<file path="config.mk">
export PLATFORM = sky130hd
export DESIGN_NAME = adder_error_monitor
export DESIGN_NICKNAME = d
export VERILOG_FILES = /design/src/rtl/adder_error_monitor.sv
export SDC_FILE = /design/constraint.sdc
export NUM_CORES = 1
export LEC_CHECK = 0
export BUFFER_PORTS_ARGS = -buffer_cell sky130_fd_sc_hd__buf_2
export CORE_ASPECT_RATIO = 0.6
export CORE_MARGIN = 2
export CORE_UTILIZATION = 39
export CTS_CLUSTER_SIZE = 20
export DETAILED_ROUTE_END_ITERATION = 6
export GPL_TIMING_DRIVEN = 0
export PLACE_DENSITY = 0.58
export SLEW_MARGIN = 25
export SYNTH_ARGS = -nofsm -noshare
export SYNTH_HDL_FRONTEND = slang
export SYNTH_SLANG_ARGS = --single-unit
</file>
<file path="constraint.sdc">
create_clock -name clk -period 4.2 [get_ports clk]
set_clock_uncertainty 0.05 [all_clocks]
set_input_delay 0.21 -clock clk [delete_from_list [all_inputs] [get_ports clk]]
set_output_delay 0.21 -clock clk [all_outputs]
set_load 0.05 [all_outputs]
</file>
<file path="src/rtl/adder_error_monitor.sv">
// adder_error_monitor: streaming error-metric checker for N-bit approximate adders.
// Ports: clk, rst_n (async, active low); start/num_samples begin a run;
//   in_valid/in_ready handshake for in_a, in_b, in_s (operands + sum under test);
//   busy/done run status; sample_cnt, err_cnt, ed_sum, ed_max statistics.
// Optional macro ERR_MON_BIAS_EN adds bias_sum, the signed sum of (S - exact).
module adder_error_monitor #(
  parameter int N     = 16,
  parameter int CNT_W = 32,
  parameter int ACC_W = 48
) (
  input  logic             clk,
  input  logic             rst_n,
  input  logic             start,
  input  logic [CNT_W-1:0] num_samples,
  input  logic             in_valid,
  output logic             in_ready,
  input  logic [N-1:0]     in_a,
  input  logic [N-1:0]     in_b,
  input  logic [N-1:0]     in_s,
  output logic             busy,
  output logic             done,
  output logic [CNT_W-1:0] sample_cnt,
  output logic [CNT_W-1:0] err_cnt,
  output logic [ACC_W-1:0] ed_sum,
  output logic [N-1:0]     ed_max
`ifdef ERR_MON_BIAS_EN
  ,
  output logic signed [ACC_W:0] bias_sum
`endif
);

  typedef enum logic [1:0] {
    S_IDLE, S_RUN, S_DRAIN, S_DONE
  } state_e;

  state_e           state_q, state_d;
  logic [CNT_W-1:0] rem_q, rem_d;
  logic             hs;
  logic [N-1:0]     exact, ed_d, ed_q;
  logic             v1_q, nz_q, neg_q;
  logic [CNT_W-1:0] scnt_q, scnt_d;
  logic [CNT_W-1:0] ecnt_q, ecnt_d;
  logic [ACC_W-1:0] sum_q, sum_d;
  logic [ACC_W:0]   sum_x;
  logic [N-1:0]     max_q, max_d;

  // start wins over a coincident handshake: that sample is dropped
  assign hs    = in_valid && in_ready && !start;
  assign exact = in_a + in_b;
  assign ed_d  = (in_s > exact) ? in_s - exact : exact - in_s;

  always_ff @(posedge clk or negedge rst_n) begin
    if (!rst_n) begin
      state_q <= S_IDLE;
      rem_q   <= '0;
    end else begin
      state_q <= state_d;
      rem_q   <= rem_d;
    end
  end

  // DRAIN holds one cycle: with the handshake cycle that covers both
  // pipeline stages, so done rises together with the final stats
  always_comb begin
    state_d = state_q;
    rem_d   = rem_q;
    if (start) begin
      rem_d   = num_samples;
      state_d = (num_samples == '0) ? S_DONE : S_RUN;
    end else begin
      unique case (state_q)
        S_RUN: begin
          if (hs) begin
            rem_d = rem_q - CNT_W'(1);
            if (rem_q == CNT_W'(1)) state_d = S_DRAIN;
          end
        end
        S_DRAIN: state_d = S_DONE;
        default: state_d = state_q;
      endcase
    end
  end

  always_comb begin
    in_ready = (state_q == S_RUN);
    busy     = (state_q == S_RUN) || (state_q == S_DRAIN);
    done     = (state_q == S_DONE);
  end

  always_ff @(posedge clk or negedge rst_n) begin
    if (!rst_n) begin
      v1_q  <= 1'b0;
      ed_q  <= '0;
      nz_q  <= 1'b0;
      neg_q <= 1'b0;
    end else begin
      v1_q <= hs;
      if (hs) begin
        ed_q  <= ed_d;
        nz_q  <= (ed_d != '0);
        neg_q <= (in_s < exact);
      end
    end
  end

  always_comb begin
    sum_x  = {1'b0, sum_q} + {{(ACC_W+1-N){1'b0}}, ed_q};
    scnt_d = scnt_q;
    ecnt_d = ecnt_q;
    sum_d  = sum_q;
    max_d  = max_q;
    if (start) begin
      scnt_d = '0;
      ecnt_d = '0;
      sum_d  = '0;
      max_d  = '0;
    end else if (v1_q) begin
      if (scnt_q != '1) scnt_d = scnt_q + CNT_W'(1);
      if (nz_q && ecnt_q != '1) ecnt_d = ecnt_q + CNT_W'(1);
      sum_d = sum_x[ACC_W] ? '1 : sum_x[ACC_W-1:0];
      if (ed_q > max_q) max_d = ed_q;
    end
  end

  always_ff @(posedge clk or negedge rst_n) begin
    if (!rst_n) begin
      scnt_q <= '0;
      ecnt_q <= '0;
      sum_q  <= '0;
      max_q  <= '0;
    end else begin
      scnt_q <= scnt_d;
      ecnt_q <= ecnt_d;
      sum_q  <= sum_d;
      max_q  <= max_d;
    end
  end

  assign sample_cnt = scnt_q;
  assign err_cnt    = ecnt_q;
  assign ed_sum     = sum_q;
  assign ed_max     = max_q;

`ifdef ERR_MON_BIAS_EN
  logic signed [ACC_W:0]   bias_q, bias_d;
  logic signed [ACC_W+1:0] ed_x, bias_x;

  // one guard bit: sign disagreement between the top two bits is overflow
  always_comb begin
    ed_x   = $signed({{(ACC_W+2-N){1'b0}}, ed_q});
    bias_x = $signed({bias_q[ACC_W], bias_q}) + (neg_q ? -ed_x : ed_x);
    bias_d = bias_q;
    if (start) begin
      bias_d = '0;
    end else if (v1_q) begin
      if (bias_x[ACC_W+1] != bias_x[ACC_W])
        bias_d = bias_x[ACC_W+1] ? {1'b1, {ACC_W{1'b0}}}
                                 : {1'b0, {ACC_W{1'b1}}};
      else
        bias_d = bias_x[ACC_W:0];
    end
  end

  always_ff @(posedge clk or negedge rst_n) begin
    if (!rst_n) bias_q <= '0;
    else        bias_q <= bias_d;
  end

  assign bias_sum = bias_q;
`endif

endmodule

</file>
# After elaboration in Yosys (flattened, before gate mapping)
# Index checks and enable logic that the tools add are counted.
[op_classes]
n_lt_le_gt_ge = 2
muxes = 21
n_eq_ne = 8
addsub = 7
reduce_logical = 19
[op_table]
columns = ["operator", "n"]
rows = [
  ["32-bit 2-to-1 mux", 9],
  ["48-bit 2-to-1 mux", 3],
  ["32-bit by 1-bit adder with 32-bit output (second input constant)", 2],
  ["16-bit 2-to-1 mux", 4],
  ["32-bit != test (second input constant)", 2],
  ["48-bit by 16-bit adder with 49-bit output", 1],
  ["32-bit by 1-bit == test with 1-bit output (second input constant)", 1],
  ["16-bit greater-than comparator", 2],
  ["32-bit logical NOT", 1],
  ["16-bit subtractor", 2],
  ["32-bit by 1-bit subtractor with 32-bit output (second input constant)", 1],
  ["16-bit adder", 1],
  ["16-bit nonzero test", 1],
  ["2-bit nonzero test", 6],
  ["2-bit 2-to-1 mux", 4],
  ["2-bit AND reduction", 4],
  ["3-bit by 2-bit != test with 1-bit output (second input constant)", 2],
  ["2-bit == test (second input constant)", 2],
  ["2-bit one-hot mux with 2 select lines", 1],
  ["1-bit logical AND", 3],
  ["3-bit AND reduction", 1],
  ["3-bit nonzero test", 1],
  ["2-bit by 1-bit == test with 1-bit output (second input constant)", 1],
  ["1-bit logical NOT", 1],
  ["1-bit logical OR", 1],
]
[word_totals]
wordCells = 66
regBits = 180
inputBits = 84
output_inout_bits = 131

# Logic depth before layout (Yosys ltp)
# Gate-level depths: netlist of the first run.
[depth]
word_depth = 6
ltp_mapped = 22
ltp_nobuf = 21

# Least setup slack after synthesis of the first run
# Ideal clock, no wire load.
[synth_path]
path_kind = "in2reg"
start = "in in_a[0]"
end = "reg nz_q"
setup_ns = 0.126
n_path_buf = 0
required_ns = 4.024
t_arrival_ns = 4.427
path_slack_ns = -0.403
stages = 20
path_cell_list = "ha_1 > fa_1 > a21o_1 > a21oi_1 > o21bai_1 > a21o_1 > a21oi_1 > o211ai_1 > a31o_2 > a21o_1 > xor2_1 > ha_1 > o2111ai_1 > a211oi_4 > nand3_4 > a2111oi_0 > a211oi_1 > nor4b_2 > o2111ai_1 > o32a_1"
[synth_between]
elab_chain_cells = 4
word_cells_on_any_way = 6
classes_between = "3 x add/sub; 1 x order compare; 1 x mux; 1 x reduce/logical"
[synth_rtl]
columns = ["element", "line_no", "rtl"]
rows = [
  ["start, declared", "17", "input logic [N-1:0] in_a,"],
  ["16-bit adder *", "49", "assign exact = in_a + in_b;"],
  ["16-bit subtractor or 16-bit greater-than comparator (tied branches)", "50", "assign ed_d = (in_s > exact) ? in_s - exact : exact - in_s;"],
  ["16-bit 2-to-1 mux *", "50", ""],
  ["16-bit nonzero test *", "100", "nz_q <= (ed_d != '0);"],
  ["end signal, assigned", "100", ""],
  ["end, declared", "40", "logic v1_q, nz_q, neg_q;"],
]
# Mark *: on every way between the ends. The rest lies on a longest branch, timed or not.
# A chain may end at the register's enable or synchronous reset.

# Worst setup path in the final report of the first run
[layout_path]
start = "in in_b[1]"
end = "reg nz_q"
[layout_between]
elab_chain_cells = 4
word_cells_on_any_way = 6
classes_between = "3 x add/sub; 1 x order compare; 1 x mux; 1 x reduce/logical"
[layout_rtl]
columns = ["element", "line_no", "rtl"]
rows = [
  ["start, declared", "18", "input logic [N-1:0] in_b,"],
  ["16-bit adder *", "49", ""],
  ["16-bit subtractor or 16-bit greater-than comparator (tied branches)", "50", ""],
  ["16-bit 2-to-1 mux *", "50", ""],
  ["16-bit nonzero test *", "100", ""],
]
# Marks and branches as above.

==> key figures, run 1 <==
Worst hold path
  – Hold Crit Class: in2async

STA
  – Worst Max-Slew Pin Slew: 0.926 ns
  – Timing-limited maximum frequency: about 220 MHz
  – Worst path setup slack after routing: -0.367 ns
  – Hold Vio Cnt, Final: 0
  – Setup repair after global routing missed its margin: yes
  – Final clock period utilization by the worst path: 1.09
  – Slew margin rel.: 0.383
  – Worst hold margin: 0.199 ns
  – Count of final max-slew check failures: 0
  – Final critical-path required period: 4.57 ns
  – Final setup violation count: 1

Status
  – Result of the run: finished, violations left
  – Violations in the final reports: negative setup slack

GRT
  – Global-route wire length before repair: about 60 mm
  – Antenna violations before repair: 0
  – GR Util met1: 0.369
  – Met2 global-route usage: 0.331
  – Overall Global Routing Usage: 0.236
  – Busiest grt layer: met1
  – Total congestion overflow: 0
  – Vias in the first global route: approximately 11,000
  – Met3 GRT Util: 0.0398
  – Pin count of the biggest net entering global routing: 88

Yosys
  – Post-Synthesis Net Count: ~1,600
  – Most area-consuming cells after synthesis: sky130_fd_sc_hd__dfrtp_1, sky130_fd_sc_hd__ha_1, sky130_fd_sc_hd__xor2_1, sky130_fd_sc_hd__nand2_1, sky130_fd_sc_hd__nor2_1
  – Area share of the largest cell type after synthesis: 0.360
  – Count of different cell masters after synthesis: 86
  – Post-synthesis sequential area ratio: 0.360
  – Asr flop ratio synth: 1.00
  – Synth warn: 0
  – Post-synthesis instance total: between 1,000 and 1,500
  – Post-synth top area cell: sky130_fd_sc_hd__dfrtp_1
  – Dominant cell by count in the synthesized netlist: sky130_fd_sc_hd__dfrtp_1
  – Mean cell area of the mapped netlist: 8.74 um^2
  – Mapped Area: about 13,000 um^2
  – Register bit count reported by yosys: 180
  – Flip-flop cell with the highest count after synthesis: sky130_fd_sc_hd__dfrtp_1
  – Number of enable flip-flop cells after synthesis: 0
  – Top cells by count, synth: sky130_fd_sc_hd__dfrtp_1, sky130_fd_sc_hd__nand2_1, sky130_fd_sc_hd__nor2_1

Power and ir drop
  – Post-layout power: 6.61 mW
  – Peak supply drop: 280 uV
  – Total leakage power: 7.37 nW
  – Power density over the cells: ~420 nW/um^2

Critical path
  – Launching instance or port of the critical path: in_b[1]
  – Crit Reg-Reg Startpoint: ed_q[0]
  – Max FO, Critical Path: 4
  – Critical path arrival: between 4 and 5 ns
  – Category of the worst setup path capture point: flip-flop
  – Type of the worst setup path: in2reg
  – Cells along the critical path: buf_8, ha_4, a21o_1, a21oi_2, o21bai_1, a31o_2, a2111oi_4, nor3_4, a211o_1, a21oi_2, xnor2_2, ha_1, nand4_1, nor4_4, a211oi_4, buf_4, and3_4, nor4_2, nor4b_2, nor4b_2, o2111ai_1, o32a_1
  – Worst Path Required: about 4.5 ns
  – Startpoint type of the worst setup path: input port
  – CP max-delay cell: sky130_fd_sc_hd__ha_1
  – Biggest cell delay along the critical path: roughly 0.38 ns
  – CP Buf/Inv Count: 2
  – Largest delay contributor family on the critical path: compound AO/OA/AOI/OAI gates

Floorplan
  – Die Span X: around 240 um
  – Site Rows: 50
  – Area of the core region: roughly 31,000 um^2
  – Initial standard-cell utilization of the core: 0.399
  – Full die area: 33,600 um^2
  – Top-level port count: about 220
  – Die Y-Extent: about 140 um

Cells and area
  – Antenna diode count: 0
  – Layout overhead on the synthesized area: 25.8%
  – Layout cell share with drive strength beyond 1: 0.212
  – Filler cell count in the final layout: 3,026
  – Layout net count: ~1,900

CTS
  – Clock latency of the later-clocked register in the worst-skew pair: about 0.45 ns
  – Clock Sinks: 180
  – Post-CTS clock slew at the launch and capture registers of the worst setup and hold paths: roughly 0.07 ns
  – TritonCTS buffer count: 17
  – Maximum root-to-sink buffer count: 2
  – TritonCTS clock tree: built
  – Root buffer cell: sky130_fd_sc_hd__clkbuf_16
  – Clock H-tree levels: 4

Routing
  – Average vias per placed instance: 5.48
  – Drt pass-1 iters: 5
  – Residual DRC: 0
  – Via count of the routed design: between 10,000 and 15,000
  – Number of violations reported at the end of detailed-routing iteration 0: 987
  – Average wire per cell in the routed design: between 15 and 20 um
  – Aggregate routed wire length: 39.9 mm
  – Detail Route Antenna Nets: 0

Placement
  – Port-buffer cells: roughly 210
  – Global placer's final weighted congestion: slightly below 0.9
  – Hpwl dp: 29.7 mm

Run
  – Number of maximum-capacitance constraint violations: 0
## cell usage in the layout (no fill, tap or decap), drive strengths merged, types with 5 or more instances in the layout
master,n
a2111oi,5
a211o,5
a211oi,22
a21o,24
a21oi,82
a311oi,15
a31oi,12
and2,13
and3,43
and4,7
buf,259
bufinv,6
clkbuf,62
dfrtp,180
dlygate4sd3,33
ha,85
inv,87
mux2i,32
nand2,150
nand2b,7
nand3,51
nand4,35
nor2,144
nor2b,10
nor3,33
nor4,18
nor4b,5
o211ai,7
o21a,18
o21ai,84
o21bai,8
o31a,6
or2,5
or3,10
xnor2,58
xor2,69
## through the flow
step | instance area [um^2] | cells | TNS (ns) | utilization | setup slack (ns)
global placement | 14200 | 2062 | -48.76 | 0.451 | -0.949
finish | 15800 | 2159 | -0.367 | 0.502 | -0.367
floorplan | 12600 | 1432 | -0.122 | - | -0.122
global route | 15800 | 2159 | -0.942 | 0.502 | -0.554
CTS | 15400 | 2138 | -0.312 | 0.489 | -0.312
detailed placement | 14200 | 2064 | -7.11 | 0.454 | -0.959
## repair_timing
item,in CTS,in global routing
endpoints found under the hold margin,75,0
hold buffers,33,0
setup endpoints to repair,5,14
cloned,0,1
gates resized for setup,10,40
pin swaps,13,38
setup buffers,9,20
## per-layer routing
layer	wire (um)	vias to the layer above
met4	601	0
met5	0	-
li1	-	5678
met2	16400	350
met1	20700	5774
met3	2250	35
## final cells by class
type	instances	area (um^2)	share of cell area
well taps	416	520	0.0330
clock buffers	18	429	0.0272
repair buffers	279	1770	0.112
flip-flops and latches	180	4500	0.286
inverters	83	312	0.0198
multi-input cells	1112	7690	0.488
clock inverters	14	245	0.0156
plain buffers	57	283	0.0180
## worst paths after layout
check | endpoint | slack (ns) | depth (start not counted)
worst min-delay path | ed_sum[38] | 0.20 | 2
worst max register to register | ed_sum[34] | 0.37 | 13
worst min register to register | ed_sum[18] | 0.46 | 1
min in group clk | rem_q[2] | 0.27 | 4
worst max-delay path | nz_q | -0.37 | 22
max in group asynchronous | sample_cnt[2] | 2.87 | 4
## logic make-up after synthesis
family	share of synthesized area
AOI/OAI and AO/OA	0.168
xor gates and xnor gates	0.0889
adders and majority gates	0.0914
buffers and inverters	0.0460
DFF	0.360
muxes	0.0274
and+or+nand+nor	0.218
## registers in the layout, summed over array words and instances, names as in the netlist
| signal | cells |
|---|---|
| state_q | 2 |
| nz_q | 1 |
| ed_sum | 48 |
| sample_cnt | 32 |
| ed_q | 16 |
| v1_q | 1 |
| rem_q | 32 |
| ed_max | 16 |
| err_cnt | 32 |
## power breakdown
group          switching [mW]  internal [mW]
combinational            1.59           1.06
sequential              0.197           1.89
clock                   0.752           1.13
Note: power is estimated with default switching activity, not from simulation.
==> run 2, diff against run 1 <==
--- a/config.mk
+++ b/config.mk
@@ -9,6 +9,7 @@
 export CORE_ASPECT_RATIO = 0.6
 export CORE_MARGIN = 2
 export CORE_UTILIZATION = 39
+export CTS_BUF_LIST = sky130_fd_sc_hd__clkbuf_8 sky130_fd_sc_hd__clkbuf_16
 export CTS_CLUSTER_SIZE = 20
 export DETAILED_ROUTE_END_ITERATION = 6
 export GPL_TIMING_DRIVEN = 0
==> run 2 against run 1 <==
The run still ends with negative setup slack left. Clock-buffer cell count fell by 1. Clock power barely moved. Flip-flop and latch count unchanged. Critical path type unchanged. Critical endpoint unchanged.
==> key figures, run 2 (synthesis gave the netlist of run 1 again) <==
Cells and area
  – Combined area of the multi-input logic cells: 7690 um^2 (unchanged)
  – Antenna diode count: 0 (unchanged)
  – Layout overhead on the synthesized area: 25.8% (unchanged)
  – Total area of sequential cells: 4500 um^2 (unchanged)
  – Filler-free cell count of the finished design: 2,159 (unchanged)
  – Leading cell types in the layout, fill and taps excluded: sky130_fd_sc_hd__buf_2, sky130_fd_sc_hd__dfrtp_1, sky130_fd_sc_hd__nand2_1
  – Layout cell share with drive strength beyond 1: 0.212 (unchanged)
  – Filler cell count in the final layout: 3,026 (unchanged)
  – Number of flip-flops in the largest register: 48 (unchanged)
  – Layout net count: 1,903 (unchanged)
  – Most common cell after layout, fill and taps aside: sky130_fd_sc_hd__buf_2
  – Final cell utilization of the core: 0.502 (unchanged)

Power and ir drop
  – Power density over the cells: 419 nW/um^2 (about the same)
  – Peak supply drop: 281 uV (+0.29%)
  – Part of the total power dissipated in combinational logic: 0.401 (about the same)
  – Sequential cell fraction of total power: 0.315 (about the same)
  – Clock power share: 0.284 (about the same)
  – Sw Share: 0.384 (about the same)
  – Total leakage power: 7.38 nW (about the same)
  – Internal Power: 4.07 mW (about the same)
  – Post-layout power: 6.61 mW (about the same)
  – Switching power: 2.53 mW (about the same)

Routing
  – Number of violations reported at the end of detailed-routing iteration 0: 987 (unchanged)
  – Average wire per cell in the routed design: 18.5 um (about the same)
  – Drt pass-1 iters: 5 (unchanged)
  – Detail Route Antenna Nets: 0 (unchanged)
  – Aggregate routed wire length: 39.9 mm (about the same)
  – Residual DRC: 0 (unchanged)
  – Average vias per placed instance: 5.49 (+0.12%)
  – Via count of the routed design: 11,851 (+0.12%)

CTS
  – Clock latency of the later-clocked register in the worst-skew pair: 0.45 ns (about the same)
  – Post-CTS clock slew at the launch and capture registers of the worst setup and hold paths: 0.07 ns (about the same)
  – Maximum root-to-sink buffer count: 2 (unchanged)
  – Root buffer cell: sky130_fd_sc_hd__clkbuf_16
  – Clock Sinks: 180 (unchanged)
  – Clock H-tree levels: 4 (unchanged)
  – TritonCTS clock tree: built
  – TritonCTS buffer count: 17 (unchanged)

GRT
  – Total congestion overflow: 0 (unchanged)
  – Vias in the first global route: 10,906 (unchanged)
  – Pin count of the biggest net entering global routing: 88 (unchanged)
  – Global-route wire length before repair: 61.8 mm (unchanged)
  – Overall Global Routing Usage: 0.236 (unchanged)
  – Antenna violations before repair: 0 (unchanged)

Placement
  – Global placer's final weighted congestion: 0.891 (unchanged)
  – Port-buffer cells: 214 (unchanged)
  – Placed insts: 2,064 (unchanged)
  – Hpwl dp: 29.7 mm (unchanged)

STA
  – Final clock period utilization by the worst path: 1.09 (about the same)
  – Timing-limited maximum frequency: 219 MHz (about the same)
  – Final setup violation count: 1 (unchanged)
  – Final critical-path required period: 4.57 ns (+0.00116 ns)
  – Worst hold margin: 0.198 ns (-0.000812 ns)
  – Accumulated negative setup slack: -0.368 ns (-0.00116 ns)
  – Count of final max-slew check failures: 0 (unchanged)
  – Setup repair after global routing missed its margin: yes
  – Hold Vio Cnt, Final: 0 (unchanged)
  – Worst Max-Slew Pin Slew: 0.926 ns (unchanged)
  – Slew margin rel.: 0.383 (unchanged)
  – Worst path setup slack after routing: -0.368 ns (-0.00116 ns)

Floorplan
  – Die Span X: 235 um (unchanged)
  – Initial standard-cell utilization of the core: 0.399 (unchanged)
  – Area of the core region: 31,400 um^2 (unchanged)
  – Top-level port count: 215 (unchanged)
  – Full die area: 33,600 um^2 (unchanged)
  – Site Rows: 50 (unchanged)
  – Die Y-Extent: 143 um (unchanged)

Status
  – Violations in the final reports: negative setup slack
  – Result of the run: finished, violations left

Critical path
  – Critical path arrival: 4.85 ns (about the same)
  – Startpoint type of the worst setup path: input port
  – Cell depth of the worst flop-to-flop path: 13 (unchanged)
  – Type of the worst setup path: in2reg
  – Category of the worst setup path capture point: flip-flop
  – Max FO, Critical Path: 4 (unchanged)
  – Worst Path Required: 4.48 ns (about the same)

Run
  – Number of maximum-capacitance constraint violations: 0 (unchanged)

Worst hold path
  – Hold Crit Class: in2async
==> run 2: cell type report <==
type,instances,share of cell area
Buffer,57,0.0180
Tap cell,416,0.0330
Timing Repair Buffer,279,0.112
Clock buffer,17,0.0270
Multi-Input combinational cell,1112,0.488
Inverter,83,0.0198
Sequential cell,180,0.286
Clock inverter,15,0.0158
==> run 2: power groups by stage <==
stage | registers, mW | clock network, mW | logic, mW
after floorplan | 2.18 | 0 | 1.59
after global placement | 2.11 | 0 | 2.30
after detailed placement | 2.11 | 0 | 2.34
after CTS | 2.08 | 1.91 | 2.45
after global routing | 2.10 | 1.97 | 2.89
final | 2.08 | 1.88 | 2.65
==> run 2: timing repair <==
action	4_1_cts	5_1_grt
endpoints found under the hold margin	75	0
hold buffers	33	0
buffers inserted	9	20
pin swaps	13	38
gates cloned	0	1
resized for setup	10	40
setup endpoints to repair	5	14
==> run 2: metal layers <==
| metal | up-vias | GRT usage | part of all wire |
|---|---|---|---|
| met3 | 34 | 0.0398 | 0.055 |
| met1 | 5798 | 0.369 | 0.52 |
| li1 | 5680 | - | - |
| met4 | 0 | 0.0583 | 0.015 |
| met2 | 339 | 0.331 | 0.41 |
| met5 | - | 0 | 0 |
==> run 2: final timing paths <==
check,slack [ns],startpoint,to
worst max-delay path,-0.37,in_b[1],nz_q
worst min-delay path,0.20,rst_n,ed_sum[38]
worst max register to register,0.37,ed_q[0],ed_sum[34]
worst min register to register,0.46,ed_sum[18],ed_sum[18]
max in group asynchronous,2.87,rst_n,sample_cnt[2]
min in group clk,0.27,in_valid,rem_q[2]
==> run 2: per-stage QoR <==
stage	setup slack [ns]	cell area [um^2]
after CTS	-0.312	15400
after detailed placement	-0.959	14200
after floorplan	-0.122	12600
after global placement	-0.949	14200
final	-0.368	15800
after global routing	-0.554	15800
==> run 2: worst max-delay path, stage by stage <==
cell                        delay (ns)
sky130_fd_sc_hd__buf_8            0.10
sky130_fd_sc_hd__ha_4             0.22
sky130_fd_sc_hd__a21o_1           0.18
sky130_fd_sc_hd__a21oi_2          0.14
sky130_fd_sc_hd__o21bai_1         0.11
sky130_fd_sc_hd__a31o_2           0.27
sky130_fd_sc_hd__a2111oi_4        0.37
sky130_fd_sc_hd__nor3_4           0.08
sky130_fd_sc_hd__a211o_1          0.31
sky130_fd_sc_hd__a21oi_2          0.17
sky130_fd_sc_hd__xnor2_2          0.12
sky130_fd_sc_hd__ha_1             0.38
sky130_fd_sc_hd__nand4_1          0.19
sky130_fd_sc_hd__nor4_4           0.30
sky130_fd_sc_hd__a211oi_4         0.13
sky130_fd_sc_hd__buf_4            0.15
sky130_fd_sc_hd__and3_4           0.17
sky130_fd_sc_hd__nor4_2           0.31
sky130_fd_sc_hd__nor4b_2          0.11
sky130_fd_sc_hd__nor4b_2          0.35
sky130_fd_sc_hd__o2111ai_1        0.17
sky130_fd_sc_hd__o32a_1           0.30
